===== src/rtl/gpioemu_bus_master.sv =====
// ============================================================================
// Module  : gpioemu_bus_master
// Brief   : Bus initiator that runs one multiply/popcount job on the gpioemu
//           peripheral (write operands, start, poll status, read W and L).
// Revision: 1.0 - initial release
// ============================================================================
`default_nettype none

module gpioemu_bus_master #(
    parameter logic [15:0] ADDR_A1    = 16'h037F,
    parameter logic [15:0] ADDR_A2    = 16'h0388,
    parameter logic [15:0] ADDR_CTRL  = 16'h03A0,
    parameter logic [15:0] ADDR_W     = 16'h0390,
    parameter logic [15:0] ADDR_L     = 16'h0398,
    parameter int          STROBE_CYC = 2,
    parameter int          POLL_GAP   = 4,
    parameter int          MAX_POLLS  = 256
) (
    input  logic        clk,
    input  logic        n_reset,
    input  logic        cmd_valid,
    output logic        cmd_ready,
    input  logic [23:0] cmd_a1,
    input  logic [23:0] cmd_a2,
    output logic        rsp_valid,
    input  logic        rsp_ready,
    output logic [31:0] rsp_product,
    output logic [23:0] rsp_ones,
    output logic        rsp_timeout,
    output logic        busy,
    output logic [15:0] saddress,
    output logic        srd,
    output logic        swr,
    output logic [31:0] sdata_out,
    input  logic [31:0] sdata_in
);

    localparam int CNT_MAX = (STROBE_CYC > POLL_GAP) ? STROBE_CYC : POLL_GAP;
    localparam int CNT_W   = (CNT_MAX > 1) ? $clog2(CNT_MAX) : 1;
    localparam int POLL_W  = $clog2(MAX_POLLS + 1);

    localparam logic [CNT_W-1:0]  STROBE_LAST = CNT_W'(STROBE_CYC - 1);
    localparam logic [CNT_W-1:0]  GAP_LAST    = CNT_W'((POLL_GAP > 0) ? POLL_GAP - 1 : 0);
    localparam logic [POLL_W-1:0] POLL_LAST   = POLL_W'(MAX_POLLS - 1);

    localparam logic [3:0] S_IDLE  = 4'd0;
    localparam logic [3:0] S_WR_A1 = 4'd1;
    localparam logic [3:0] S_WR_A2 = 4'd2;
    localparam logic [3:0] S_WR_GO = 4'd3;
    localparam logic [3:0] S_POLL  = 4'd4;
    localparam logic [3:0] S_GAP   = 4'd5;
    localparam logic [3:0] S_RD_W  = 4'd6;
    localparam logic [3:0] S_RD_L  = 4'd7;
    localparam logic [3:0] S_RESP  = 4'd8;

    localparam logic [1:0] PH_SETUP  = 2'd0;
    localparam logic [1:0] PH_STROBE = 2'd1;
    localparam logic [1:0] PH_HOLD   = 2'd2;

    function automatic logic is_wr(input logic [3:0] s);
        return (s == S_WR_A1) || (s == S_WR_A2) || (s == S_WR_GO);
    endfunction

    function automatic logic is_rd(input logic [3:0] s);
        return (s == S_POLL) || (s == S_RD_W) || (s == S_RD_L);
    endfunction

    logic [3:0]        state, state_n;
    logic [1:0]        phase, phase_n;
    logic [CNT_W-1:0]  cnt, cnt_n;
    logic [POLL_W-1:0] poll_cnt, poll_n;
    logic [23:0]       a1_q, a2_q;

    logic [15:0] addr_n;
    logic [31:0] data_n;
    logic        srd_n, swr_n;
    logic        rsp_valid_n, timeout_n;
    logic [31:0] product_n;
    logic [23:0] ones_n;

    logic accept, access_done, status_done, poll_last;
    logic [23:0] a1_src;

    assign cmd_ready   = (state == S_IDLE);
    assign busy        = (state != S_IDLE);
    assign accept      = cmd_ready && cmd_valid;
    assign access_done = (is_wr(state) || is_rd(state)) && (phase == PH_HOLD);
    assign status_done = (sdata_in[1:0] == 2'b11);
    assign poll_last   = (poll_cnt == POLL_LAST);
    assign a1_src      = accept ? cmd_a1 : a1_q;

    // State and output registers; bus outputs are registered so strobes never glitch.
    always_ff @(posedge clk or negedge n_reset) begin
        if (!n_reset) begin
            state       <= S_IDLE;
            phase       <= PH_SETUP;
            cnt         <= '0;
            poll_cnt    <= '0;
            a1_q        <= '0;
            a2_q        <= '0;
            saddress    <= '0;
            sdata_out   <= '0;
            srd         <= 1'b0;
            swr         <= 1'b0;
            rsp_valid   <= 1'b0;
            rsp_product <= '0;
            rsp_ones    <= '0;
            rsp_timeout <= 1'b0;
        end else begin
            state       <= state_n;
            phase       <= phase_n;
            cnt         <= cnt_n;
            poll_cnt    <= poll_n;
            if (accept) begin
                a1_q <= cmd_a1;
                a2_q <= cmd_a2;
            end
            saddress    <= addr_n;
            sdata_out   <= data_n;
            srd         <= srd_n;
            swr         <= swr_n;
            rsp_valid   <= rsp_valid_n;
            rsp_product <= product_n;
            rsp_ones    <= ones_n;
            rsp_timeout <= timeout_n;
        end
    end

    always_comb begin
        state_n = state;
        phase_n = phase;
        cnt_n   = cnt;
        poll_n  = poll_cnt;
        case (state)
            S_IDLE: begin
                if (cmd_valid) begin
                    state_n = S_WR_A1;
                    phase_n = PH_SETUP;
                    cnt_n   = '0;
                    poll_n  = '0;
                end
            end
            S_GAP: begin
                if (cnt == GAP_LAST) begin
                    state_n = S_POLL;
                    phase_n = PH_SETUP;
                    cnt_n   = '0;
                end else begin
                    cnt_n = cnt + 1'b1;
                end
            end
            S_RESP: begin
                if (rsp_ready) begin
                    state_n = S_IDLE;
                end
            end
            S_WR_A1, S_WR_A2, S_WR_GO, S_POLL, S_RD_W, S_RD_L: begin
                case (phase)
                    PH_SETUP: begin
                        phase_n = PH_STROBE;
                        cnt_n   = '0;
                    end
                    PH_STROBE: begin
                        if (cnt == STROBE_LAST) begin
                            phase_n = PH_HOLD;
                        end else begin
                            cnt_n = cnt + 1'b1;
                        end
                    end
                    default: begin
                        phase_n = PH_SETUP;
                        cnt_n   = '0;
                        case (state)
                            S_WR_A1: state_n = S_WR_A2;
                            S_WR_A2: state_n = S_WR_GO;
                            S_WR_GO: state_n = S_POLL;
                            S_RD_W:  state_n = S_RD_L;
                            S_RD_L:  state_n = S_RESP;
                            default: begin
                                // Status decision uses the read data sampled at the end of HOLD.
                                if (status_done) begin
                                    state_n = S_RD_W;
                                end else begin
                                    poll_n = poll_cnt + 1'b1;
                                    if (poll_last) begin
                                        state_n = S_RESP;
                                    end else if (POLL_GAP == 0) begin
                                        state_n = S_POLL;
                                    end else begin
                                        state_n = S_GAP;
                                    end
                                end
                            end
                        endcase
                    end
                endcase
            end
            default: begin
                state_n = S_IDLE;
                phase_n = PH_SETUP;
                cnt_n   = '0;
                poll_n  = '0;
            end
        endcase
    end

    // Next values of the registered outputs, derived from the next state so they align with it.
    always_comb begin
        addr_n      = saddress;
        data_n      = sdata_out;
        srd_n       = (phase_n == PH_STROBE) && is_rd(state_n);
        swr_n       = (phase_n == PH_STROBE) && is_wr(state_n);
        rsp_valid_n = (state_n == S_RESP);
        product_n   = rsp_product;
        ones_n      = rsp_ones;
        timeout_n   = rsp_timeout;
        if (phase_n == PH_SETUP) begin
            case (state_n)
                S_WR_A1: begin
                    addr_n = ADDR_A1;
                    data_n = {8'h00, a1_src};
                end
                S_WR_A2: begin
                    addr_n = ADDR_A2;
                    data_n = {8'h00, a2_q};
                end
                S_WR_GO: begin
                    addr_n = ADDR_CTRL;
                    data_n = 32'h0000_0001;
                end
                S_POLL:  addr_n = ADDR_CTRL;
                S_RD_W:  addr_n = ADDR_W;
                S_RD_L:  addr_n = ADDR_L;
                default: ;
            endcase
        end
        if (access_done) begin
            case (state)
                S_RD_W: product_n = sdata_in;
                S_RD_L: begin
                    ones_n    = sdata_in[23:0];
                    timeout_n = 1'b0;
                end
                S_POLL: begin
                    if (!status_done && poll_last) begin
                        product_n = '0;
                        ones_n    = '0;
                        timeout_n = 1'b1;
                    end
                end
                default: ;
            endcase
        end
    end

endmodule

`default_nettype wire


===== config.mk =====
export PLATFORM = sky130hd
export DESIGN_NAME = gpioemu_bus_master
export DESIGN_NICKNAME = d
export VERILOG_FILES = /design/src/rtl/gpioemu_bus_master.sv
export SDC_FILE = /design/constraint.sdc
export NUM_CORES = 1
export LEC_CHECK = 0
export BUFFER_PORTS_ARGS = -buffer_cell sky130_fd_sc_hd__buf_2
export CORE_ASPECT_RATIO = 0.7
export CORE_MARGIN = 5
export CORE_UTILIZATION = 35
export CTS_CLUSTER_SIZE = 25
export DETAILED_ROUTE_END_ITERATION = 6
export PLACE_DENSITY = 0.55
export SLEW_MARGIN = 25
export SYNTH_ARGS = -nofsm -noshare
export SYNTH_HDL_FRONTEND = slang
export SYNTH_SLANG_ARGS = --single-unit

===== constraint.sdc =====
create_clock -name clk -period 3.7 [get_ports clk]
set_input_delay 0.37 -clock clk [delete_from_list [all_inputs] [get_ports clk]]
set_output_delay 0.37 -clock clk [all_outputs]
set_load 0.02 [all_outputs]

==> results.sh <==
export IMPL_rsz0062_at_grt="no"
export IMPL_io_buffers=179
export IMPL_yosysWarnings=0
export IMPL_core_um2=19600
export IMPL_rows=43
export IMPL_wl_per_cell_um=15.5
export IMPL_cts_buffers=17
export IMPL_die_w_um=178
export IMPL_fin_crit_sh_pct=92.3
export IMPL_leakagePower_nw=4.29
export IMPL_grt_pass1_vias=4849
export IMPL_arrival_ns=3.77
export IMPL_drcViolationCount=0
export IMPL_insertion_delay_ns=0.42
export IMPL_ys_seq_area_share_pct=55.9
export IMPL_viasPerCell=4.62
export IMPL_first_iter_violations=331
export IMPL_fin_setup_tns_ns=0
export IMPL_synthArstFlopShare_pct=100
export IMPL_cp_start_kind="flop"
export IMPL_crit_required_ns=4.05
export IMPL_antenna_found_initial=0
export IMPL_clock_fmax_ghz=0.293
export IMPL_cp_slowest_cell="a211o_4"
export IMPL_cts_sinks=155
export IMPL_dr_pass1_iters=5
export IMPL_synth_edf_count=0
export IMPL_run_status="completed"
export IMPL_clockRootBuffer="clkbuf_16"
export IMPL_mappedNetlistArea_um2=6930
export IMPL_hold_path_class="in2reg"
export IMPL_die_y_um=128
export IMPL_hold_ws_ns=0.167
export IMPL_period_minus_slack_ns=3.41
export IMPL_tightest_slew_ns=1.03
export IMPL_initial_utilization_pct=35.3
export IMPL_clk_pin_slew_ns=0.06
export IMPL_ir_drop_v=0.000274
export IMPL_htreeDepth=4
export IMPL_crit_type="reg2reg"
export IMPL_antenna_cells=0
export IMPL_synth_area_leader_cell="dfrtp_1"
export IMPL_cpMostUsedCell="and3_1"
export IMPL_final_area_um2=8550
export IMPL_hold_viol_final=0
export IMPL_path_cells="ha_1, and3_1, and3_1, and3_1, ha_1, a21boi_1, a31oi_1, a211o_4, nor2_4, buf_12, a22o_1, mux2_2"
export IMPL_fin_ws_ns=0.286
export IMPL_finalNetCount=863
export IMPL_endpoint_kind="flop"
export IMPL_cts_tree="yes"
export IMPL_dp_hpwl_mm=11.5
export IMPL_finalWeightedCongestion=0.792
export IMPL_ys_seq_elements=155
export IMPL_grt_usage_pct=14.5
export IMPL_die_area_um2=22800
export IMPL_pwr_density_cell_nw_per_um2=846
export IMPL_syn_to_final_growth_pct=23.3
export IMPL_synthFlopType="dfrtp_1"
export IMPL_wl_mm=16.4
export IMPL_drtAntennaViolNets=0
export IMPL_syn_mean_instance_area_um2=11.4
export IMPL_ys_types=56
export IMPL_clk_path_buf_depth=2
export IMPL_fill_cells=1880
export IMPL_synth_common_cells="155 x dfrtp_1, 103 x nand2_1, 73 x o21ai_0, 49 x mux2_2, 25 x a22o_1"
export IMPL_ys_top_cells_by_area="dfrtp_1 56%, mux2_2 8.0%, nand2_1 5.6%"
export IMPL_clock_skew_ns=0.0141
export IMPL_dp_slack_ns=0.341
export IMPL_drv_cap=0
export IMPL_drv_slew=0
export IMPL_place_area_um2=7970
export IMPL_yosysTopAreaCellShare_pct=55.9
export IMPL_syn_inst=609
export IMPL_setup_violations=0
export IMPL_slowest_delay_ns=0.50
export IMPL_overflow=0
export IMPL_ioPinCount=194
export IMPL_post_cts_resized=0
export IMPL_grt_pass1_wl_mm=26.2
export IMPL_grt_max_degree=90
export IMPL_slew_headroom_pct=31.1
export IMPL_synth_most_common_cell="dfrtp_1"
export IMPL_layout_drive_gt1_share_pct=36.8
export IMPL_crit_fanout=24
export IMPL_dr_total_vias=4891
cell families (layout without fill, tap and decap cells):
| group | after synthesis | count (layout) | synth area share (%) |
|---|---|---|---|
| AOI/OAI and AO/OA | 151 | 151 | 14.5 |
| xor gates and xnor gates | 2 | 2 | 0.253 |
| adders and majority gates | 4 | 4 | 0.722 |
| buffers and inverters | 64 | 230 | 5.83 |
| DFF | 155 | 155 | 55.9 |
| muxes | 70 | 70 | 11.9 |
| other | 1 | 14 | 0.0541 |
| and+or+nand+nor | 162 | 162 | 10.8 |
routing by layer:
layer	vias to the layer above	track usage [%]	wire length, µm
li1	2447	-	-
met2	105	21.8	7310
met5	-	0	0
met3	9	3.27	873
met1	2330	21.2	8080
met4	0	3.79	155
area by class of cell:
class                      count  area [µm²]  share of cell area [%]
clock buffer                  19         443                    5.18
clock inverter                13         133                    1.55
inverter                      10        37.5                   0.439
multi-input combinational    403        2710                    31.7
sequential                   155        3880                    45.4
tap                          270         338                    3.95
timing repair buffer         188        1010                    11.8
what timing repair did:
item / 4_1_cts / 5_1_grt
endpoints found under the hold margin: 66 / 0
buffers inserted: 0 / 0
endpoints found under the setup margin: 0 / 0
hold buffers: 1 / 0
path summary, 6_finish.rpt:
check | slack, ns | end | start | cells past startpoint
max in group asynchronous | 2.29 | a2_q[6]$_DFFE_PN0P_ | n_reset | 3
min reg2reg | 0.47 | poll_cnt[7]$_DFFE_PN0P_ | poll_cnt[7]$_DFFE_PN0P_ | 1
max reg2reg | 0.29 | sdata_out[15]$_DFFE_PN0P_ | poll_cnt[0]$_DFFE_PN0P_ | 12
min | 0.17 | a2_q[3]$_DFFE_PN0P_ | cmd_a2[3] | 2
max | 0.29 | sdata_out[15]$_DFFE_PN0P_ | poll_cnt[0]$_DFFE_PN0P_ | 12
min in group asynchronous | 0.50 | rsp_product[10]$_DFFE_PN0P_ | n_reset | 2
through the flow:
step / utilization, % / std cells / total power [mW]
2_1_floorplan: - / 622 / 4.80
3_3_place_gp: 40.6 / 1025 / 5.57
5_1_grt: 43.5 / 1058 / 7.73
3_5_place_dp: 40.6 / 1025 / 5.60
6_report: 43.5 / 1058 / 7.23
4_1_cts: 43.5 / 1058 / 7.33
worst max-delay path: cells and delay by family, from the launching register on:
| kind | cells | cell delay [ns] |
|---|---|---|
| AO/OA/AOI/OAI | 4 | 1.35 |
| AND/OR/NAND/NOR | 4 | 0.88 |
| flip-flops | 1 | 0.41 |
| adder cells (fa/ha/maj) | 2 | 0.37 |
| buffers and inverters | 1 | 0.19 |
| multiplexers | 1 | 0.15 |
power by group:
group	internal (mW)	leakage (nW)	switching, mW
Clock	0.960	0.269	0.742
Sequential	2.36	2.00	0.378
Combinational	1.21	2.02	1.58
Total	4.53	4.29	2.70
registers in the layout (all words and copies together), names as in the netlist:
register     flops
rsp_product     32
a1_q            24
a2_q            24
rsp_ones        24
sdata_out       24
poll_cnt         9
saddress         6
state            4
cnt              2
phase            2
rsp_timeout      1
rsp_valid        1
srd              1
swr              1
cell usage in the layout, fill, tap and decap left out, types with 8 or more instances in the layout:
cell type,synthesis,layout
nand3_1,8,8
nor2_1,14,14
mux2_2,49,49
conb_1,1,14
o21ai_0,73,73
dfrtp_1,155,155
buf_2,5,178
nand2_1,103,103
mux2_4,9,9
a22o_1,25,25
clkbuf_16,0,17
nor2b_1,8,8
mux2_1,12,12
inv_1,8,8
a21oi_1,8,8
No activity file was read; power rests on OpenSTA's default activity.
